## src/rtl/serial_subtractor.sv

```systemverilog
// -----------------------------------------------------------------------------
// serial_subtractor
//
// Bit-serial unsigned subtractor. One bit of (a - b) is produced per clock,
// LSB first, through a single full-subtractor cell and a borrow flop. A start
// accepted at edge N produces a one-cycle done pulse during the cycle that
// follows edge N+WIDTH. diff and bout are registered and hold their value
// until the next completed operation (or reset).
//
// Ports
//   clk    : clock, rising-edge active
//   rst_n  : asynchronous active-low reset
//   start  : request to begin a subtraction (accepted in IDLE or DONE)
//   a      : minuend, captured on the accepting edge
//   b      : subtrahend, captured on the accepting edge
//   busy   : high while the state is RUN
//   done   : high for the single cycle the state is DONE
//   diff   : registered (a - b) mod 2^WIDTH
//   bout   : registered borrow-out, 1 when a < b (unsigned)
// -----------------------------------------------------------------------------
module serial_subtractor #(
  parameter int WIDTH = 8
) (
  input  logic             clk,
  input  logic             rst_n,
  input  logic             start,
  input  logic [WIDTH-1:0] a,
  input  logic [WIDTH-1:0] b,
  output logic             busy,
  output logic             done,
  output logic [WIDTH-1:0] diff,
  output logic             bout
);

  // Wide enough to hold WIDTH itself, so the count never wraps mid-operation.
  localparam int CNT_W = $clog2(WIDTH + 1);

  localparam logic [1:0] S_IDLE = 2'd0;
  localparam logic [1:0] S_RUN  = 2'd1;
  localparam logic [1:0] S_DONE = 2'd2;

  localparam logic [CNT_W-1:0] LAST_BIT = CNT_W'(WIDTH - 1);
  localparam logic [CNT_W-1:0] CNT_ONE  = CNT_W'(1);

  logic [1:0]       state;
  logic [CNT_W-1:0] cnt;
  logic [WIDTH-1:0] a_sr;
  logic [WIDTH-1:0] b_sr;
  logic [WIDTH-1:0] r_sr;
  logic             br;

  logic             ai;
  logic             bi;
  logic             d;
  logic             br_next;
  logic [WIDTH-1:0] r_next;

  // Full-subtractor cell on the current operand LSBs.
  always_comb begin
    ai      = a_sr[0];
    bi      = b_sr[0];
    d       = ai ^ bi ^ br;
    br_next = (~ai & bi) | (~(ai ^ bi) & br);
    // The result fills from the MSB side, so after WIDTH shifts the first
    // (LSB) bit has arrived at position 0.
    r_next  = {d, r_sr[WIDTH-1:1]};
  end

  assign busy = (state == S_RUN);
  assign done = (state == S_DONE);

  always_ff @(posedge clk or negedge rst_n) begin
    if (!rst_n) begin
      state <= S_IDLE;
      cnt   <= '0;
      a_sr  <= '0;
      b_sr  <= '0;
      r_sr  <= '0;
      br    <= 1'b0;
      diff  <= '0;
      bout  <= 1'b0;
    end else begin
      case (state)
        S_IDLE, S_DONE: begin
          if (start) begin
            a_sr  <= a;
            b_sr  <= b;
            br    <= 1'b0;
            cnt   <= '0;
            state <= S_RUN;
          end else begin
            state <= S_IDLE;
          end
        end
        S_RUN: begin
          a_sr <= a_sr >> 1;
          b_sr <= b_sr >> 1;
          r_sr <= r_next;
          br   <= br_next;
          cnt  <= cnt + CNT_ONE;
          // Last bit: publish the result on the same edge that enters DONE.
          if (cnt == LAST_BIT) begin
            diff  <= r_next;
            bout  <= br_next;
            state <= S_DONE;
          end
        end
        default: state <= S_IDLE;
      endcase
    end
  end

endmodule

```

## config.mk

```make
export PLATFORM = sky130hd
export DESIGN_NAME = serial_subtractor
export DESIGN_NICKNAME = d
export VERILOG_FILES = /design/src/rtl/serial_subtractor.sv
export SDC_FILE = /design/constraint.sdc
export NUM_CORES = 1
export LEC_CHECK = 0
export BUFFER_PORTS_ARGS = -buffer_cell sky130_fd_sc_hd__buf_2
export CORE_ASPECT_RATIO = 0.5
export CORE_UTILIZATION = 45
export CTS_CLUSTER_DIAMETER = 40
export DETAILED_ROUTE_END_ITERATION = 10
export PLACE_DENSITY = 0.69
export SLEW_MARGIN = 20
export SYNTH_ARGS = -nofsm -noshare
export SYNTH_HDL_FRONTEND = slang
export SYNTH_SLANG_ARGS = --single-unit
```

## constraint.sdc

```tcl
create_clock -name clk -period 2.6 [get_ports clk]
set_clock_uncertainty 0.2 [all_clocks]
set_input_delay 0.13 -clock clk [delete_from_list [all_inputs] [get_ports clk]]
set_output_delay 0.13 -clock clk [all_outputs]
set_load 0.02 [all_outputs]
```

==> results by group <==
Run status
  – Outcome: finished, final reports clean

Final layout
  – Non-Filler Instances: 241
  – Layout Nets: about 210
  – Final Instance Area: 0.00207 mm2
  – Share of layout cells above drive strength 1: 24.9%
  – Register area: 976 um2
  – Area delta synth->final: 27.5%
  – N_diodes: 0
  – Area of the multi-input gates: 587 um2
  – FILL cells: roughly 250

Clock tree
  – Hold buffer count at CTS: 17
  – Clock Latency Late Sink: 0.28 ns
  – Clock buffer depth: 2
  – Post-CTS setup buffers: 0
  – CTS root buf: clkbuf_8
  – Clk sinks: 39
  – Clk slew on worst S/H paths: 0.07 ns
  – H-tree Lvls: 2
  – Cts repair resizes: 0
  – CTS tree: built
  – CTS Buf Count: 5

Logic synthesis
  – Most instantiated cells after synthesis: dfrtp_1 (39), nand2_1 (37), nand3_1 (14), a22oi_1 (13), mux2_2 (8)
  – Count leader, synth: dfrtp_1
  – Syn avg cell area: 11.1 um2
  – Top cell type's share of synthesized area: 60.2%
  – Synth unique cells: 25
  – Ys flop type: dfrtp_1
  – Area of the mapped netlist: 0.00162 mm2
  – Seq cells post-synth: 39
  – Synth Instances: 146
  – Seq/Total Area, Yosys: between 60% and 70%
  – Synthesized net count: 167
  – Yosys warns: 0
  – Area contributors post-synth: dfrtp_1 (60%), nand2_1 (8.6%), a22oi_1 (6.0%), mux2_2 (5.6%), nand3_1 (4.3%)
  – Post-synth ARST share: between 90% and 100%
  – Post-synth EDFFs: 0
  – Largest area contributor in the netlist: dfrtp_1

STA
  – Worst Hold Margin: 0.147 ns
  – Max_slew headroom: 44.2%
  – Final Hold Vio Count: 0
  – Final Max Tran Viols: 0
  – # setup viols final: 0
  – RSZ-0062 raised after global routing: no
  – Max Clk Rate: 539 MHz
  – Post-route setup TNS: 0 ns
  – Slew of the pin with the lowest slew margin: roughly 0.84 ns
  – Post-layout minimum cycle time: around 1.9 ns
  – Final Cycle Share: 71.3%

Global routing
  – Vias in the first global route: between 1000 and 1500
  – GR Overflow Total: 0
  – Pin count of the biggest net entering global routing: 40
  – Initial antenna violation count: 0
  – First-pass GRT wire length: 4890 um
  – Gr usage total: 17.1%

Drt
  – Detail Route Antenna Nets: 0
  – Detail-routed net length per standard cell: 12.1 um
  – Initial DRT Pass Iterations: 4
  – Vias: about 1200
  – Drt total wl: 2930 um
  – Post-route DRC: 0
  – Vias per inst: 5.09
  – DR iter-0 viols: 52

Die
  – FP Rows: 14
  – Total core area: 0.00321 mm2
  – Initial Util: 50.6%
  – DIE WIDTH: 86.9 um
  – Boundary Pins: 30
  – Die H: 44.4 um
  – Die ar.: 0.00386 mm2

Setup path
  – CP Launch Type: flip-flop
  – Crit path largest cell delay: slightly below 0.4 ns
  – CP max-delay cell: inv_2
  – Crit Path Class: flip-flop to output pin
  – Critical Path AT: approximately 1.5 ns
  – Buf/Inv on CP: 2
  – Worst Path Max Fanout: 28
  – CP endpoint kind: output pin
  – Worst path required time: 2.27 ns
  – Cell family with most CP delay: buffers and inverters
  – Critical-path cell list: nand2b_1, inv_2, buf_2

Power
  – Cell Pwr Density: 1160 mW/mm2
  – P_leak: 1.02 nW
  – Peak supply drop: 0.430 mV
  – Pwr Total: 2.41 mW

Placed design
  – Placed inst area: 0.00180 mm2
  – GPL Wtd Cong: 0.725
  – Placed cell count: roughly 220
  – Port-buffer cells: 29
  – DP HPWL: 1830 um

Run
  – Max cap viols: 0

Min path
  – Min-Delay Path Class: input port to flip-flop
[cell families (layout without fill, tap and decap cells)]
kind of cell / Yosys count / count (layout) / synth area share (%)
multiplexers: 11 / 11 / 7.41
AND/OR/NAND/NOR: 60 / 60 / 16.8
AO/OA/AOI/OAI: 21 / 21 / 9.95
adder cells (fa/ha/maj): 2 / 2 / 2.01
flip-flops: 39 / 39 / 60.2
buffers and inverters: 13 / 60 / 3.63
[final timing paths]
kind | cells after the start | endpoint | slack, ns | startpoint
max in group asynchronous | 2 | b_sr[2]$_DFFE_PN0P_ | 1.38 | rst_n
min | 4 | a_sr[0]$_DFFE_PN0P_ | 0.15 | start
min reg2reg | 2 | r_sr[1]$_DFFE_PN0P_ | 0.29 | r_sr[1]$_DFFE_PN0P_
max reg2reg | 4 | diff[5]$_DFFE_PN0P_ | 0.81 | cnt[0]$_DFFE_PN0P_
min in group asynchronous | 2 | b_sr[5]$_DFFE_PN0P_ | 0.30 | rst_n
max | 3 | busy | 0.75 | state[1]$_DFFE_PN0P_
[worst reg2reg max path, delay by kind of cell, from the launching register on]
family,cells,cell delay [ns]
multiplexers,1,0.39
adder cells (fa/ha/maj),1,0.20
flip-flops,1,0.39
AND/OR/NAND/NOR,2,0.51
[power breakdown]
group,total (mW),switching (mW),internal [mW]
clock,0.435,0.193,0.242
combinational,0.925,0.542,0.383
sequential,1.05,0.161,0.888
[placed cells by master, fill, tap and decap left out]
cell type      count
nor3_4             1
nand2b_1           2
nor2_1             1
buf_4              2
buf_2             29
nand2_1           37
nor3_1             1
inv_2              1
clkbuf_8           7
nand4_1            1
nand3_1           14
nor2b_1            2
o2bb2ai_1          1
inv_1              3
fa_1               1
o21ai_0            2
and2b_1            1
clkbuf_1           1
dlygate4sd3_1     17
a22o_1             4
a22oi_1           13
ha_1               1
mux2_2             8
a221o_1            1
dfrtp_1           39
mux2i_1            3
[metal layers]
metal	GRT usage, %	part of all wire, %	vias to the layer above
met5	0	0	-
met4	6.00	0.68	0
met3	5.60	4.2	2
met2	27.9	46	27
met1	22.0	49	602
li1	-	-	596
[area by class of cell]
cell class / count / area share, %
inverter: 4 / 0.726
tap: 48 / 2.90
clock buffer: 8 / 4.84
timing repair buffer: 48 / 16.0
multi-input combinational: 94 / 28.4
sequential: 39 / 47.2
[flip-flops by register name, summed over array words and instances (netlist names)]
register,count
a_sr,8
b_sr,8
bout,1
br,1
cnt,4
diff,8
r_sr,7
state,2
[stage by stage]
| step | worst slack, ns | utilization [%] |
|---|---|---|
| 4_1_cts | 0.734 | 64.5 |
| 5_1_grt | 0.653 | 64.5 |
| 3_5_place_dp | 0.798 | 56.1 |
| 6_report | 0.746 | 64.5 |
| 2_1_floorplan | 0.937 | - |
| 3_3_place_gp | 0.837 | 56.1 |
(Power assumes the default switching activity.)
